===== config.mk =====
export PLATFORM = sky130hd
export DESIGN_NAME = oam_dma
export DESIGN_NICKNAME = d
export VERILOG_FILES = /design/src/rtl/oam_dma.sv
export SDC_FILE = /design/constraint.sdc
export NUM_CORES = 1
export LEC_CHECK = 0
export ABC_AREA = 1
export CORE_MARGIN = 4
export CORE_UTILIZATION = 36
export DETAILED_ROUTE_END_ITERATION = 16
export GPL_ROUTABILITY_DRIVEN = 0
export PLACE_DENSITY = 0.77
export SLEW_MARGIN = 5
export SYNTH_ARGS = -nofsm -noshare
export SYNTH_HDL_FRONTEND = slang
export SYNTH_SLANG_ARGS = --single-unit

===== constraint.sdc =====
create_clock -name clk -period 1.6 [get_ports clk]
set_input_delay 0.4 -clock clk [delete_from_list [all_inputs] [get_ports clk]]
set_output_delay 0.4 -clock clk [all_outputs]
set_load 0.005 [all_outputs]

===== src/rtl/oam_dma.sv =====
// oam_dma: sprite DMA that halts the core and copies one 256-byte page to DEST_REG.
// The core's read cycle is stalled; READ always lands on an even parity cycle.
module oam_dma #(
    parameter logic [15:0] DMA_REG  = 16'h4014,
    parameter logic [15:0] DEST_REG = 16'h2004
) (
    input  logic        clk,
    input  logic        rst,
    input  logic [15:0] cpu_addr,
    input  logic [7:0]  cpu_data_o,
    input  logic        cpu_rw,
    output logic        cpu_ready,
    input  logic [7:0]  mem_data_i,
    output logic [15:0] bus_addr,
    output logic [7:0]  bus_data_o,
    output logic        bus_rw,
    output logic        dma_active,
    output logic        dma_done
);
    typedef enum logic [2:0] {IDLE, HALT, ALIGN, READ, WRITE, RESUME} state_t;
    state_t state, state_nxt;
    logic [7:0] page, index;
    logic par, done, trig;
    assign trig = !cpu_rw && cpu_addr == DMA_REG;
    always_ff @(posedge clk) begin
        if (rst) begin
            state <= IDLE;
        end else begin
            state <= state_nxt;
        end
    end
    always_ff @(posedge clk) begin
        if (rst) begin
            page  <= '0;
            index <= '0;
            par   <= 1'b0;
            done  <= 1'b0;
        end else begin
            par  <= ~par;
            done <= state == RESUME;
            if (state == IDLE && trig) begin
                page  <= cpu_data_o;
                index <= '0;
            end else if (state == WRITE) begin
                index <= index + 8'd1;
            end
        end
    end
    // the halt cycle picks READ only if the following cycle has even parity
    always_comb begin
        state_nxt = IDLE;
        case (state)
            IDLE:    state_nxt = trig ? HALT : IDLE;
            HALT:    state_nxt = cpu_rw ? (par ? READ : ALIGN) : HALT;
            ALIGN:   state_nxt = READ;
            READ:    state_nxt = WRITE;
            WRITE:   state_nxt = index == 8'hFF ? RESUME : READ;
            RESUME:  state_nxt = IDLE;
            default: state_nxt = IDLE;
        endcase
    end
    always_comb begin
        cpu_ready  = state == IDLE;
        dma_active = state != IDLE;
        dma_done   = done;
        bus_addr   = state == READ ? {page, index} : state == WRITE ? DEST_REG : cpu_addr;
        bus_data_o = state == READ ? 8'h00 : state == WRITE ? mem_data_i : cpu_data_o;
        bus_rw     = state == READ ? 1'b1 : state == WRITE ? 1'b0 : cpu_rw;
    end
endmodule


* Yosys cells after proc, flatten, opt, wreduce, memory -nomap -nowiden
Index checks and enable logic that the tools add are counted.
** Word-level totals
- Output and inout bits :: 28
- Register bits after elaboration :: 21
- Logic and storage cells :: 31
** Operators by class
- Multiplexer cells :: 11
- Reductions and logical operators :: 6
- Equal/unequal tests :: 7
- Bitwise operators :: 1
- Add/subtract/negate cells :: 1
** Operators by type and width (count)
- $mux W16 :: 2
- $eq A16 B15 Y1 const B :: 1
- $mux W8 :: 2
- $pmux W3 S5 :: 1
- $add A8 B1 Y8 const B :: 1
- $eq A8 B8 Y1 const B :: 1
- $eq A3 B2 Y1 const B :: 2
- $eq A3 B3 Y1 const B :: 2
- $mux W1 :: 4
- $eq A3 B1 Y1 const B :: 1
- $logic_not A3 Y1 :: 1
- $mux W3 :: 1
- $reduce_bool A3 Y1 :: 1
- $logic_and A1 B1 Y1 :: 2
- $mux W2 :: 1
- $reduce_or A2 Y1 :: 1
- $logic_not A1 Y1 :: 1
- $not A1 Y1 :: 1

* Logic depth before layout (Yosys ltp)
Gate-level depths: netlist (run 1).
- Depth in word-level cells :: 4
- Gate-level depth with buffers :: 9
- Mapped depth without buffers :: 8

* Worst setup path after synthesis (run 1)
OpenSTA, ideal clock, no wires.
- Kind :: register -> output
- Start point :: reg state[2]
- End point :: out bus_data_o[6]
- Setup slack :: 0.048 ns
- Buffers on the path :: 1
- Stages on the path, launching flop included :: 7
- Required time :: 1.200 ns
- Data arrival time :: 1.152 ns
- Path through :: dfxtp_1 > inv_1 > nand3_1 > nand2_2 > inv_2 > buf_6 > a22o_1
** Between the ends
- Longest elaborated chain between the ends :: 3
- Elaborated cells on any way between the ends :: 4
- Classes of those cells :: 2 x eq/ne; 2 x mux
** Ends and longest elaborated chain
- start, declared :: line 21 : state_t state, state_nxt;
- start signal, assigned :: line 29 : state <= state_nxt;
- $eq A3 B3 Y1 :: line 67 : bus_data_o = state == READ ? 8'h00 : state == WRITE ? mem_data_i : cpu_data_o;
- $mux W8 :: line 67
- $mux W8 (*) :: line 67
- end, declared :: line 15 : output logic [7:0] bus_data_o,
Mark *: on every way between the ends. The rest lies on a longest branch, timed or not.

* Worst setup path in the final report (run 1)
- Start point :: reg state[1]
- End point :: out bus_data_o[2]
Same word-level chain as after synthesis.

==> impl_metrics.xml, run 1 <==
<?xml version="1.0" encoding="UTF-8"?>
<metrics>
  <group name="clock_network">
    <metric name="holdBufCountCts" unit="">0</metric>
    <metric name="cts_max_level" unit="">1</metric>
    <metric name="clk_latency" unit="ns">0.31</metric>
    <metric name="worst_setup_hold_path_clk_slew" unit="ns">0.13</metric>
    <metric name="cts_tree" unit="">yes</metric>
    <metric name="clk_path_buf_depth" unit="">2</metric>
    <metric name="cts_root_buf" unit="">sky130_fd_sc_hd__clkbuf_4</metric>
    <metric name="cts_inserted_buffers" unit="">3</metric>
    <metric name="clock-sinks" unit="">21</metric>
  </group>
  <group name="floorplanning">
    <metric name="io_pins" unit="">63</metric>
    <metric name="site_row_count" unit="">20</metric>
    <metric name="fp.coreArea" unit="mm²">0.00315</metric>
    <metric name="die_height" unit="µm">66.4</metric>
    <metric name="die_area" unit="mm²">0.00441</metric>
    <metric name="fp.dieW" unit="µm">66.4</metric>
    <metric name="initial_core_util" unit="%">38.9</metric>
  </group>
  <group name="setup_path">
    <metric name="critical_path_buf_inv_count" unit="">5</metric>
    <metric name="timing.critical_path.max_delay_family" unit="">buffers and inverters</metric>
    <metric name="worstSetupStartpoint" unit="">state[1]$_SDFF_PP0_</metric>
    <metric name="crit_path_start_kind" unit="">flop</metric>
    <metric name="crit_path_end" unit="">bus_data_o[2]</metric>
    <metric name="critical_path.max_stage_delay" unit="ns">0.40</metric>
    <metric name="crit_path_frequent_cell" unit="">sky130_fd_sc_hd__buf_6</metric>
    <metric name="critical_path_cell_count" unit="">8</metric>
    <metric name="crit_arrival" unit="ns">1.52</metric>
    <metric name="ff2ff_path_depth" unit="">8</metric>
    <metric name="cp_data_required_time" unit="ns">1.20</metric>
    <metric name="timing.reg2reg.setup_slack" unit="ns">0.07</metric>
    <metric name="setup.worst_path.class" unit="">reg -&gt; out</metric>
    <metric name="worst-path-max-fanout" unit="">6</metric>
    <metric name="reg2reg_to" unit="">index[6]$_SDFFE_PP0P_</metric>
    <metric name="critical_path.slowest_cell" unit="">sky130_fd_sc_hd__dfxtp_4</metric>
    <metric name="timing.critical_path.cells" unit="">nor2_4 &gt; nand2_4 &gt; buf_6 &gt; inv_4 &gt; buf_6 &gt; buf_6 &gt; a22o_1 &gt; buf_2</metric>
    <metric name="rr_startpoint" unit="">state[1]$_SDFF_PP0_</metric>
    <metric name="crit_path_end_kind" unit="">primary output</metric>
  </group>
  <group name="route">
    <metric name="finalWirelength" unit="µm">4460</metric>
    <metric name="detailroute.via_count" unit="">1614</metric>
    <metric name="postRouteAntennaNets" unit="">0</metric>
    <metric name="remaining_drc_errors" unit="">0</metric>
    <metric name="viasPerCell" unit="">4.80</metric>
    <metric name="detailed_routing_iteration_count_for_the_pre_antenna_repair_pass" unit="">5</metric>
    <metric name="detailedRoute.firstIterationViolations" unit="">81</metric>
    <metric name="wl_per_cell" unit="µm">13.3</metric>
  </group>
  <group name="min_path">
    <metric name="worst_hold_path_type" unit="">reg -&gt; reg</metric>
  </group>
  <group name="logic_synthesis">
    <metric name="yosys.area_share.xor_xnor" unit="%">2.85</metric>
    <metric name="synth.ff_latch_count" unit="">21</metric>
    <metric name="muxShareOfSynthArea" unit="%">0</metric>
    <metric name="synthesis.nets" unit="">225</metric>
    <metric name="synth.top_cell.area_share" unit="%">34.3</metric>
    <metric name="syn_area_per_cell" unit="µm²">6.49</metric>
    <metric name="synth_cell_types" unit="">24</metric>
    <metric name="post_synth_simple_gate_area" unit="%">34.5</metric>
    <metric name="post_synth_fa_ha_maj_area_fraction" unit="%">1.02</metric>
    <metric name="synth_compound_area_share" unit="%">16.9</metric>
    <metric name="yosys.area.top_type" unit="">sky130_fd_sc_hd__dfxtp_1</metric>
    <metric name="main_combinational_cell_family_by_area_after_synthesis" unit="">simple AND/OR/NAND/NOR gates</metric>
    <metric name="synthesis.instances" unit="">189</metric>
    <metric name="synth_area" unit="mm²">0.00123</metric>
    <metric name="seq_total_area_yosys" unit="%">34.3</metric>
    <metric name="yosys_warnings" unit="">0</metric>
    <metric name="top_cells_by_area_in_the_synthesized_netlist" unit="">sky130_fd_sc_hd__dfxtp_1 (34%), sky130_fd_sc_hd__nand2_1 (13%), sky130_fd_sc_hd__nor2_1 (12%)</metric>
  </group>
  <group name="placement">
    <metric name="portBuffers" unit="">62</metric>
    <metric name="detailed_place_hpwl" unit="µm">3110</metric>
    <metric name="placed_area" unit="mm²">0.00212</metric>
  </group>
  <group name="pwr">
    <metric name="p_total" unit="mW">1.02</metric>
    <metric name="leakage_power" unit="nW">1.08</metric>
    <metric name="peakVddDrop" unit="mV">0.267</metric>
    <metric name="pwr_dens" unit="mW/mm²">442</metric>
  </group>
  <group name="sta">
    <metric name="maximum_frequency_from_static_timing_analysis" unit="GHz">0.521</metric>
    <metric name="final_hold_viol_count" unit="">0</metric>
    <metric name="layout_worst_path_cycle_share" unit="%">120</metric>
    <metric name="clock_skew" unit="ns">0.00235</metric>
    <metric name="rsz0062_at_grt" unit="">yes</metric>
    <metric name="worst_slew_margin_rel" unit="%">77.8</metric>
    <metric name="worst_hold_slack" unit="ns">0.432</metric>
    <metric name="finalWorstPathRequiredPeriod" unit="ns">1.92</metric>
    <metric name="totalNegativeSetupSlack" unit="ns">-6.11</metric>
    <metric name="maxSlewViolCount" unit="">0</metric>
    <metric name="setup_viol_count_final" unit="">27</metric>
    <metric name="fin_ws" unit="ns">-0.320</metric>
    <metric name="worst_pin_slew" unit="ns">0.332</metric>
  </group>
  <group name="cells_and_area">
    <metric name="design_area" unit="mm²">0.00231</metric>
    <metric name="layout.core_utilization" unit="%">73.3</metric>
    <metric name="layout.cells.most_common_list" unit="">sky130_fd_sc_hd__nor2_1 (36), sky130_fd_sc_hd__nand2_1 (35), sky130_fd_sc_hd__clkdlybuf4s50_1 (35)</metric>
    <metric name="drive_above_1_share" unit="%">37.3</metric>
    <metric name="area_growth_from_synthesis_to_final_layout" unit="%">88.3</metric>
    <metric name="mostFrequentLayoutCell" unit="">sky130_fd_sc_hd__nor2_1</metric>
    <metric name="finalNetCount" unit="">329</metric>
    <metric name="antenna-diode-count" unit="">0</metric>
  </group>
  <group name="flow_run">
    <metric name="maximum_capacitance_violations" unit="">0</metric>
  </group>
  <group name="global_routing">
    <metric name="antenna_found_initial" unit="">0</metric>
    <metric name="grt_use_total" unit="%">19.6</metric>
    <metric name="global_route_wire_length_before_repair" unit="µm">6680</metric>
    <metric name="grt_max_degree" unit="">13</metric>
    <metric name="grt_pass1_vias" unit="">1543</metric>
    <metric name="grt_overflow" unit="">0</metric>
  </group>
  <group name="outcome">
    <metric name="outcome" unit="">finished, violations left</metric>
    <metric name="failed_checks" unit="">negative setup slack</metric>
  </group>
</metrics>
[power by group]
| part | total [mW] | internal (mW) | switching (mW) |
|---|---|---|---|
| sequential | 0.522 | 0.521 | 0.000933 |
| clock | 0.269 | 0.0935 | 0.176 |
| combinational | 0.230 | 0.149 | 0.0811 |
[cells in the mapped netlist (all sizes together)]
cell type / number
xor2: 4
clkinv: 1
dfxtp: 21
nor3: 1
a21oi: 8
buf: 3
o21ai: 9
o22a: 1
o21a: 1
nor2: 41
o22ai: 3
a22o: 10
inv: 25
or2: 1
nor4: 1
nand2: 47
clkbuf: 1
ha: 1
nand3: 10
[final cells by class]
cell class / count / area [µm²]
clock buffer: 3 / 22.5
timing repair buffer: 103 / 867
clock inverter: 1 / 5.00
tap: 44 / 55.1
fill: 257 / 842
inverter: 26 / 105
multi-input combinational: 138 / 827
sequential: 21 / 429
[registers in the layout (all words and copies together) (netlist names)]
signal	cells
dma_done	1
index	8
page	8
par	1
state	3
[worst reg2reg max path, delay by kind of cell (launching register included)]
kind | cells | cell delay (ns)
buffers and inverters | 2 | 0.21
flip-flops | 1 | 0.39
AND/OR/NAND/NOR | 6 | 0.83
[timing repair]
action | CTS | global route
endpoints found under the setup margin | 27 | 42
pin swaps | 4 | 2
resized for setup | 148 | 26
buffers inserted | 7 | 2
cloned | 1 | 0
[metal layers]
layer | GRT usage, % | vias to the layer above | part of all wire (%)
li1 | - | 810 | -
met1 | 22.5 | 737 | 41
met2 | 36.8 | 60 | 53
met3 | 2.38 | 7 | 5.3
met4 | 6.35 | 0 | 1.1
met5 | 0 | - | 0
[cells by family (layout without fill, tap and decap cells)]
family,after synthesis,in the layout
flip-flops,21,21
adder cells (fa/ha/maj),1,1
XOR/XNOR,4,4
AND/OR/NAND/NOR,101,101
AO/OA/AOI/OAI,32,32
buffers and inverters,30,133
[per-stage QoR]
step           cells  worst slack [ns]
2_1_floorplan    189            0.0479
3_3_place_gp     322            -0.355
3_5_place_dp     322            -0.382
4_1_cts          334            -0.321
5_1_grt          336            -0.399
6_report         336            -0.320
[how the worst min path moves through the flow]
stage / from / to / slack [ns] / depth (start not counted)
floorplan: par$_SDFF_PP0_ / par$_SDFF_PP0_ / 0.39 / 1
global placement: par$_SDFF_PP0_ / par$_SDFF_PP0_ / 0.41 / 1
detailed placement: par$_SDFF_PP0_ / par$_SDFF_PP0_ / 0.41 / 1
CTS: par$_SDFF_PP0_ / par$_SDFF_PP0_ / 0.43 / 1
global route: par$_SDFF_PP0_ / par$_SDFF_PP0_ / 0.45 / 1
finish: par$_SDFF_PP0_ / par$_SDFF_PP0_ / 0.43 / 1
No activity file was read; power rests on OpenSTA's default activity.
==> run 2: changes to the inputs <==
GPL_TIMING_DRIVEN = 0   (was not set)
SLEW_MARGIN = 20   (was 5)
==> run 2 against run 1 <==
  * The flow still finishes with violations (negative setup slack)
  * Final cell count is 1.8% lower
  * Maximum frequency is 2.3% lower
  * Die area stayed put
  * Clock skew is 0.0016 ns higher
  * Sequential cell count stayed put
  * Non-clock buffer count is 6 lower
  * Power is 2.5% lower
  * Largest power group unchanged
  * Highest routed layer unchanged
==> impl_metrics.xml, run 2 (synthesis results as in run 1) <==
<?xml version="1.0" encoding="UTF-8"?>
<metrics>
  <group name="route">
    <metric name="wl_per_cell" unit="µm">15.2</metric>
    <metric name="detailedRoute.firstIterationViolations" unit="">50</metric>
    <metric name="dr_wl_met3" unit="µm">294</metric>
    <metric name="postRouteAntennaNets" unit="">0</metric>
    <metric name="detailed_routing_iteration_count_for_the_pre_antenna_repair_pass" unit="">4</metric>
    <metric name="viasPerCell" unit="">4.98</metric>
    <metric name="routed_length_on_met1" unit="µm">1950</metric>
    <metric name="remaining_drc_errors" unit="">0</metric>
    <metric name="wl_met2" unit="µm">2640</metric>
    <metric name="detailroute.via_count" unit="">1642</metric>
    <metric name="finalWirelength" unit="µm">5020</metric>
    <metric name="top_layer_used" unit="">met4</metric>
  </group>
  <group name="clock_network">
    <metric name="clk_latency" unit="ns">0.31</metric>
    <metric name="clk_path_buf_depth" unit="">2</metric>
    <metric name="cts_tree" unit="">yes</metric>
    <metric name="worst_setup_hold_path_clk_slew" unit="ns">0.13</metric>
    <metric name="cts_root_buf" unit="">sky130_fd_sc_hd__clkbuf_4</metric>
    <metric name="cts_max_level" unit="">1</metric>
    <metric name="clock-sinks" unit="">21</metric>
    <metric name="cts_inserted_buffers" unit="">3</metric>
    <metric name="holdBufCountCts" unit="">0</metric>
  </group>
  <group name="global_routing">
    <metric name="grt_max_degree" unit="">13</metric>
    <metric name="grt_pass1_vias" unit="">1697</metric>
    <metric name="antenna_found_initial" unit="">0</metric>
    <metric name="grt_overflow" unit="">0</metric>
    <metric name="grt_use_total" unit="%">23.4</metric>
    <metric name="global_route_wire_length_before_repair" unit="µm">7890</metric>
  </group>
  <group name="outcome">
    <metric name="failed_checks" unit="">negative setup slack</metric>
    <metric name="outcome" unit="">finished, violations left</metric>
  </group>
  <group name="floorplanning">
    <metric name="die_height" unit="µm">66.4</metric>
    <metric name="fp.dieW" unit="µm">66.4</metric>
    <metric name="fp.coreArea" unit="mm²">0.00315</metric>
    <metric name="die_area" unit="mm²">0.00441</metric>
    <metric name="initial_core_util" unit="%">38.9</metric>
    <metric name="io_pins" unit="">63</metric>
    <metric name="site_row_count" unit="">20</metric>
  </group>
  <group name="setup_path">
    <metric name="cp_data_required_time" unit="ns">1.20</metric>
    <metric name="worstSetupStartpoint" unit="">state[0]$_SDFF_PP0_</metric>
    <metric name="critical_path.max_stage_delay" unit="ns">0.41</metric>
    <metric name="rr_startpoint" unit="">state[0]$_SDFF_PP0_</metric>
    <metric name="crit_path_frequent_cell" unit="">sky130_fd_sc_hd__buf_6</metric>
    <metric name="setup.worst_path.class" unit="">reg -&gt; out</metric>
    <metric name="critical_path.slowest_cell" unit="">sky130_fd_sc_hd__dfxtp_4</metric>
    <metric name="crit_path_start_kind" unit="">flop</metric>
    <metric name="timing.critical_path.cells" unit="">nor2_4 &gt; nand2_4 &gt; buf_12 &gt; inv_8 &gt; buf_6 &gt; buf_6 &gt; a22o_1 &gt; buf_2</metric>
    <metric name="crit_path_end_kind" unit="">primary output</metric>
    <metric name="worst-path-max-fanout" unit="">5</metric>
    <metric name="crit_arrival" unit="ns">1.56</metric>
  </group>
  <group name="placement">
    <metric name="portBuffers" unit="">62</metric>
    <metric name="place_worst_setup_slack" unit="ns">-0.711</metric>
    <metric name="detailed_place_hpwl" unit="µm">2860</metric>
    <metric name="numPlacedInstances" unit="">295</metric>
    <metric name="placed_area" unit="mm²">0.00190</metric>
  </group>
  <group name="sta">
    <metric name="rsz0062_at_grt" unit="">yes</metric>
    <metric name="worst_slew_margin_rel" unit="%">80.7</metric>
    <metric name="worst_pin_slew" unit="ns">0.287</metric>
    <metric name="finalWorstPathRequiredPeriod" unit="ns">1.96</metric>
    <metric name="setup_viol_count_final" unit="">27</metric>
    <metric name="clock_skew" unit="ns">0.00391</metric>
    <metric name="final_hold_viol_count" unit="">0</metric>
    <metric name="maxSlewViolCount" unit="">0</metric>
    <metric name="maximum_frequency_from_static_timing_analysis" unit="GHz">0.509</metric>
    <metric name="layout_worst_path_cycle_share" unit="%">123</metric>
    <metric name="worst_hold_slack" unit="ns">0.448</metric>
    <metric name="fin_ws" unit="ns">-0.364</metric>
  </group>
  <group name="min_path">
    <metric name="timing.hold.worst.start" unit="">par$_SDFF_PP0_</metric>
    <metric name="worst_hold_path_type" unit="">reg -&gt; reg</metric>
  </group>
  <group name="cells_and_area">
    <metric name="drive_above_1_share" unit="%">36.4</metric>
    <metric name="design_area" unit="mm²">0.00232</metric>
    <metric name="area_growth_from_synthesis_to_final_layout" unit="%">88.9</metric>
    <metric name="finalNetCount" unit="">323</metric>
    <metric name="finalNonFillerCells" unit="">330</metric>
    <metric name="layout.core_utilization" unit="%">73.5</metric>
    <metric name="nFillCells" unit="">252</metric>
    <metric name="layout.cells.most_common_list" unit="">sky130_fd_sc_hd__nor2_1 (35), sky130_fd_sc_hd__clkdlybuf4s50_1 (35), sky130_fd_sc_hd__nand2_1 (34)</metric>
    <metric name="antenna-diode-count" unit="">0</metric>
    <metric name="largest_registers" unit="">index x8, page x8, state x3</metric>
  </group>
  <group name="pwr">
    <metric name="peakVddDrop" unit="mV">0.340</metric>
    <metric name="leakage_power" unit="nW">1.06</metric>
    <metric name="pwr_dens" unit="mW/mm²">429</metric>
  </group>
  <group name="flow_run">
    <metric name="maximum_capacitance_violations" unit="">0</metric>
  </group>
</metrics>
## run 2: layer usage
layer | vias up | track usage [%]
li1 | 805 | -
met1 | 759 | 25.2
met2 | 65 | 43.1
met3 | 13 | 5.27
met4 | 0 | 9.64
met5 | - | 0
## run 2: cell type report
class                           count  area (µm²)  share of cell area, %
Clock inverter                      1        5.00                  0.216
Tap cell                           44        55.1                   2.37
Timing Repair Buffer               93         803                   34.6
Buffer                              4        52.6                   2.27
Sequential cell                    21         432                   18.6
Inverter                           26         123                   5.29
Multi-Input combinational cell    138         826                   35.6
Clock buffer                        3        22.5                  0.971
## run 2: worst max-delay path, delay by kind of cell, from the launching register on
kind	cells	cell delay [ns]
buffers and inverters	5	0.50
AND/OR/NAND/NOR	2	0.14
flip-flops	1	0.41
AO/OA/AOI/OAI	1	0.19
## run 2: power breakdown
part           switching (mW)  internal, mW  total (mW)  leakage, nW
registers             0.00109         0.519       0.521        0.172
clock network           0.179        0.0935       0.272       0.0177
logic                  0.0766         0.126       0.203        0.874
## run 2: timing repair
| item | CTS | global route |
|---|---|---|
| endpoints found under the setup margin | 27 | 44 |
| gates resized for setup | 165 | 27 |
| cloned | 2 | 0 |
| pin swaps | 6 | 5 |
| buffers inserted | 22 | 9 |
## run 2: final timing paths
check             slack (ns)                    to  cells after the start
setup / recovery       -0.36         bus_data_o[1]                      8
hold / removal          0.45        par$_SDFF_PP0_                      1
setup reg to reg        0.10  page[6]$_SDFFE_PP0P_                     10
hold reg to reg         0.45        par$_SDFF_PP0_                      1
## run 2: per-stage QoR
stage / total power, mW / TNS [ns]
floorplan: 0.586 / 0
global placement: 0.749 / -18.00
detailed placement: 0.750 / -18.65
CTS: 0.982 / -6.60
global route: 1.04 / -9.20
finish: 0.996 / -7.00
==> run 3: changes to the inputs <==
==> constraint.sdc (replaced) <==
create_clock -name clk -period 1.6 [get_ports clk]
set_input_delay 0.4 -clock clk [delete_from_list [all_inputs] [get_ports clk]]
set_output_delay 0.4 -clock clk [all_outputs]
set_load 0.02 [all_outputs]
==> run 3 against run 2 <==
  * The run still ends with negative setup slack left
  * Non-clock buffer count decreased by 12
  * Worst setup slack improved by 0.016 ns
  * Power increased by 8.6%
  * Final cell count decreased by 3.6%
  * Sequential share of layout area decreased by 0.19 points
  * Register-to-register slack about the same
  * Die area unchanged
  * Worst hold slack got worse by 0.015 ns
  * Largest cell class unchanged
  * Highest routed layer unchanged
==> impl_metrics.xml, run 3 (synthesis results as in run 1) <==
<?xml version="1.0" encoding="UTF-8"?>
<metrics>
  <group name="clock_network">
    <metric name="cts_max_level" unit="">1</metric>
    <metric name="worst_setup_hold_path_clk_slew" unit="ns">0.13</metric>
    <metric name="cts_inserted_buffers" unit="">3</metric>
    <metric name="cts_tree" unit="">yes</metric>
    <metric name="clk_latency" unit="ns">0.32</metric>
    <metric name="cts_root_buf" unit="">sky130_fd_sc_hd__clkbuf_4</metric>
    <metric name="clk_path_buf_depth" unit="">2</metric>
    <metric name="holdBufCountCts" unit="">0</metric>
    <metric name="clock-sinks" unit="">21</metric>
  </group>
  <group name="pwr">
    <metric name="power.share.clock" unit="%">25.6</metric>
    <metric name="peakVddDrop" unit="mV">0.280</metric>
    <metric name="seq_power_share" unit="%">48.1</metric>
    <metric name="comb_power_share" unit="%">26.2</metric>
    <metric name="p_total" unit="mW">1.08</metric>
    <metric name="cellInternalPower" unit="µW">781</metric>
    <metric name="leakage_power" unit="nW">1.05</metric>
    <metric name="switching_share" unit="%">27.8</metric>
    <metric name="power.net_switching" unit="µW">301</metric>
    <metric name="pwr_dens" unit="mW/mm²">462</metric>
  </group>
  <group name="route">
    <metric name="wl_per_cell" unit="µm">13.3</metric>
    <metric name="dr_wl_met3" unit="µm">227</metric>
    <metric name="remaining_drc_errors" unit="">0</metric>
    <metric name="routed_length_on_met1" unit="µm">1790</metric>
    <metric name="viasPerCell" unit="">4.86</metric>
    <metric name="detailroute.via_count" unit="">1544</metric>
    <metric name="wl_met2" unit="µm">2110</metric>
    <metric name="top_layer_used" unit="">met4</metric>
    <metric name="postRouteAntennaNets" unit="">0</metric>
    <metric name="detailedRoute.firstIterationViolations" unit="">35</metric>
    <metric name="detailed_routing_iteration_count_for_the_pre_antenna_repair_pass" unit="">4</metric>
    <metric name="finalWirelength" unit="µm">4220</metric>
  </group>
  <group name="cells_and_area">
    <metric name="mostFrequentLayoutCell" unit="">sky130_fd_sc_hd__nor2_1</metric>
    <metric name="nFillCells" unit="">242</metric>
    <metric name="largest_registers" unit="">index x8, page x8, state x3</metric>
    <metric name="layout.cells.most_common_list" unit="">sky130_fd_sc_hd__nor2_1 (38), sky130_fd_sc_hd__nand2_1 (35), sky130_fd_sc_hd__clkdlybuf4s50_1 (34)</metric>
    <metric name="multi_input_comb_area" unit="µm²">842</metric>
    <metric name="area_growth_from_synthesis_to_final_layout" unit="%">90.8</metric>
    <metric name="finalNetCount" unit="">311</metric>
    <metric name="drive_above_1_share" unit="%">31.0</metric>
    <metric name="finalNonFillerCells" unit="">318</metric>
    <metric name="register_area" unit="µm²">432</metric>
    <metric name="antenna-diode-count" unit="">0</metric>
  </group>
  <group name="sta">
    <metric name="maximum_frequency_from_static_timing_analysis" unit="GHz">0.513</metric>
    <metric name="finalWorstPathRequiredPeriod" unit="ns">1.95</metric>
    <metric name="final_hold_viol_count" unit="">0</metric>
    <metric name="maxSlewViolCount" unit="">0</metric>
    <metric name="rsz0062_at_grt" unit="">yes</metric>
    <metric name="worst_slew_margin_rel" unit="%">75.1</metric>
    <metric name="layout_worst_path_cycle_share" unit="%">122</metric>
    <metric name="clock_skew" unit="ns">0.00347</metric>
    <metric name="worst_pin_slew" unit="ns">0.372</metric>
    <metric name="setup_viol_count_final" unit="">26</metric>
    <metric name="fin_ws" unit="ns">-0.349</metric>
  </group>
  <group name="placement">
    <metric name="numPlacedInstances" unit="">295</metric>
    <metric name="portBuffers" unit="">62</metric>
    <metric name="detailed_place_hpwl" unit="µm">2820</metric>
    <metric name="place_worst_setup_slack" unit="ns">-0.768</metric>
  </group>
  <group name="floorplanning">
    <metric name="site_row_count" unit="">20</metric>
    <metric name="fp.coreArea" unit="mm²">0.00315</metric>
    <metric name="io_pins" unit="">63</metric>
    <metric name="die_height" unit="µm">66.4</metric>
    <metric name="initial_core_util" unit="%">38.9</metric>
    <metric name="fp.dieW" unit="µm">66.4</metric>
    <metric name="die_area" unit="mm²">0.00441</metric>
  </group>
  <group name="setup_path">
    <metric name="critical_path.slowest_cell" unit="">sky130_fd_sc_hd__dfxtp_4</metric>
    <metric name="cp_data_required_time" unit="ns">1.20</metric>
    <metric name="setup.worst_path.class" unit="">reg -&gt; out</metric>
    <metric name="timing.critical_path.max_delay_family" unit="">flip-flops</metric>
    <metric name="critical_path.max_stage_delay" unit="ns">0.39</metric>
    <metric name="crit_path_end_kind" unit="">primary output</metric>
    <metric name="crit_arrival" unit="ns">1.55</metric>
    <metric name="crit_path_start_kind" unit="">flop</metric>
    <metric name="rr_startpoint" unit="">state[0]$_SDFF_PP0_</metric>
    <metric name="timing.critical_path.cells" unit="">nor2_4 &gt; nand2_4 &gt; nand2_8 &gt; inv_8 &gt; buf_8 &gt; a22o_1 &gt; buf_6</metric>
    <metric name="worstSetupStartpoint" unit="">state[0]$_SDFF_PP0_</metric>
    <metric name="critical_path_buf_inv_count" unit="">3</metric>
    <metric name="worst-path-max-fanout" unit="">7</metric>
  </group>
  <group name="global_routing">
    <metric name="antenna_found_initial" unit="">0</metric>
    <metric name="grt_max_degree" unit="">12</metric>
    <metric name="grt_use_total" unit="%">20.5</metric>
    <metric name="grt_overflow" unit="">0</metric>
    <metric name="grt_pass1_vias" unit="">1513</metric>
    <metric name="global_route_wire_length_before_repair" unit="µm">6840</metric>
  </group>
  <group name="outcome">
    <metric name="outcome" unit="">finished, violations left</metric>
    <metric name="failed_checks" unit="">negative setup slack</metric>
  </group>
  <group name="min_path">
    <metric name="worst_hold_path_type" unit="">reg -&gt; reg</metric>
    <metric name="timing.hold.worst.start" unit="">par$_SDFF_PP0_</metric>
  </group>
  <group name="flow_run">
    <metric name="maximum_capacitance_violations" unit="">0</metric>
  </group>
</metrics>
[run 3: cell types whose count changed in the layout (fill, tap and decap cells not counted), moves of 3 or more]
cell and delta:
sky130_fd_sc_hd__nor2_1 +3, sky130_fd_sc_hd__o22ai_2 -3, sky130_fd_sc_hd__o21ai_4 +3, sky130_fd_sc_hd__buf_6 +12
sky130_fd_sc_hd__o22ai_4 +3, sky130_fd_sc_hd__buf_2 -26
[run 3: stage by stage]
stage / setup TNS [ns] / util [%] / area [µm²] / hold WS, ns
2_1_floorplan: -0.0181 / - / 1240 / 0.389
3_3_place_gp: -20.01 / 60.8 / 1920 / 0.409
3_5_place_dp: -20.84 / 60.8 / 1920 / 0.417
4_1_cts: -6.94 / 70.8 / 2230 / 0.435
5_1_grt: -8.62 / 74.3 / 2340 / 0.460
6_report: -7.07 / 74.3 / 2340 / 0.434
[run 3: final cells by class]
| class | instances | area share (%) |
|---|---|---|
| Timing Repair Buffer | 81 | 34.7 |
| Tap cell | 44 | 2.35 |
| Sequential cell | 21 | 18.4 |
| Inverter | 26 | 4.59 |
| Buffer | 4 | 2.83 |
| Clock buffer | 4 | 1.12 |
| Multi-Input combinational cell | 138 | 36.0 |
[run 3: path summary, 6_finish.rpt]
check | endpoint | slack [ns] | depth (start not counted)
setup / recovery | bus_data_o[6] | -0.35 | 7
hold / removal | par$_SDFF_PP0_ | 0.43 | 1
setup reg to reg | index[6]$_SDFFE_PP0P_ | 0.11 | 8
hold reg to reg | par$_SDFF_PP0_ | 0.43 | 1
[run 3: timing repair]
| action | 4_1_cts | 5_1_grt |
|---|---|---|
| gates cloned | 1 | 0 |
| setup buffers | 12 | 6 |
| resized for setup | 194 | 18 |
| pin swaps | 11 | 9 |
| endpoints found under the setup margin | 28 | 42 |
[run 3: per-layer routing]
layer / up-vias / global-route usage, %
li1: 782 / -
met1: 711 / 24.0
met2: 45 / 35.6
met3: 6 / 3.74
met4: 0 / 9.64
met5: - / 0
[run 3: power by group through the flow]
stage	Sequential, mW	Combinational, mW	Clock (mW)
after floorplan	0.537	0.0905	0
final	0.520	0.284	0.277
after global placement	0.537	0.255	0
after detailed placement	0.537	0.255	0
after global routing	0.521	0.302	0.296
after CTS	0.520	0.272	0.278
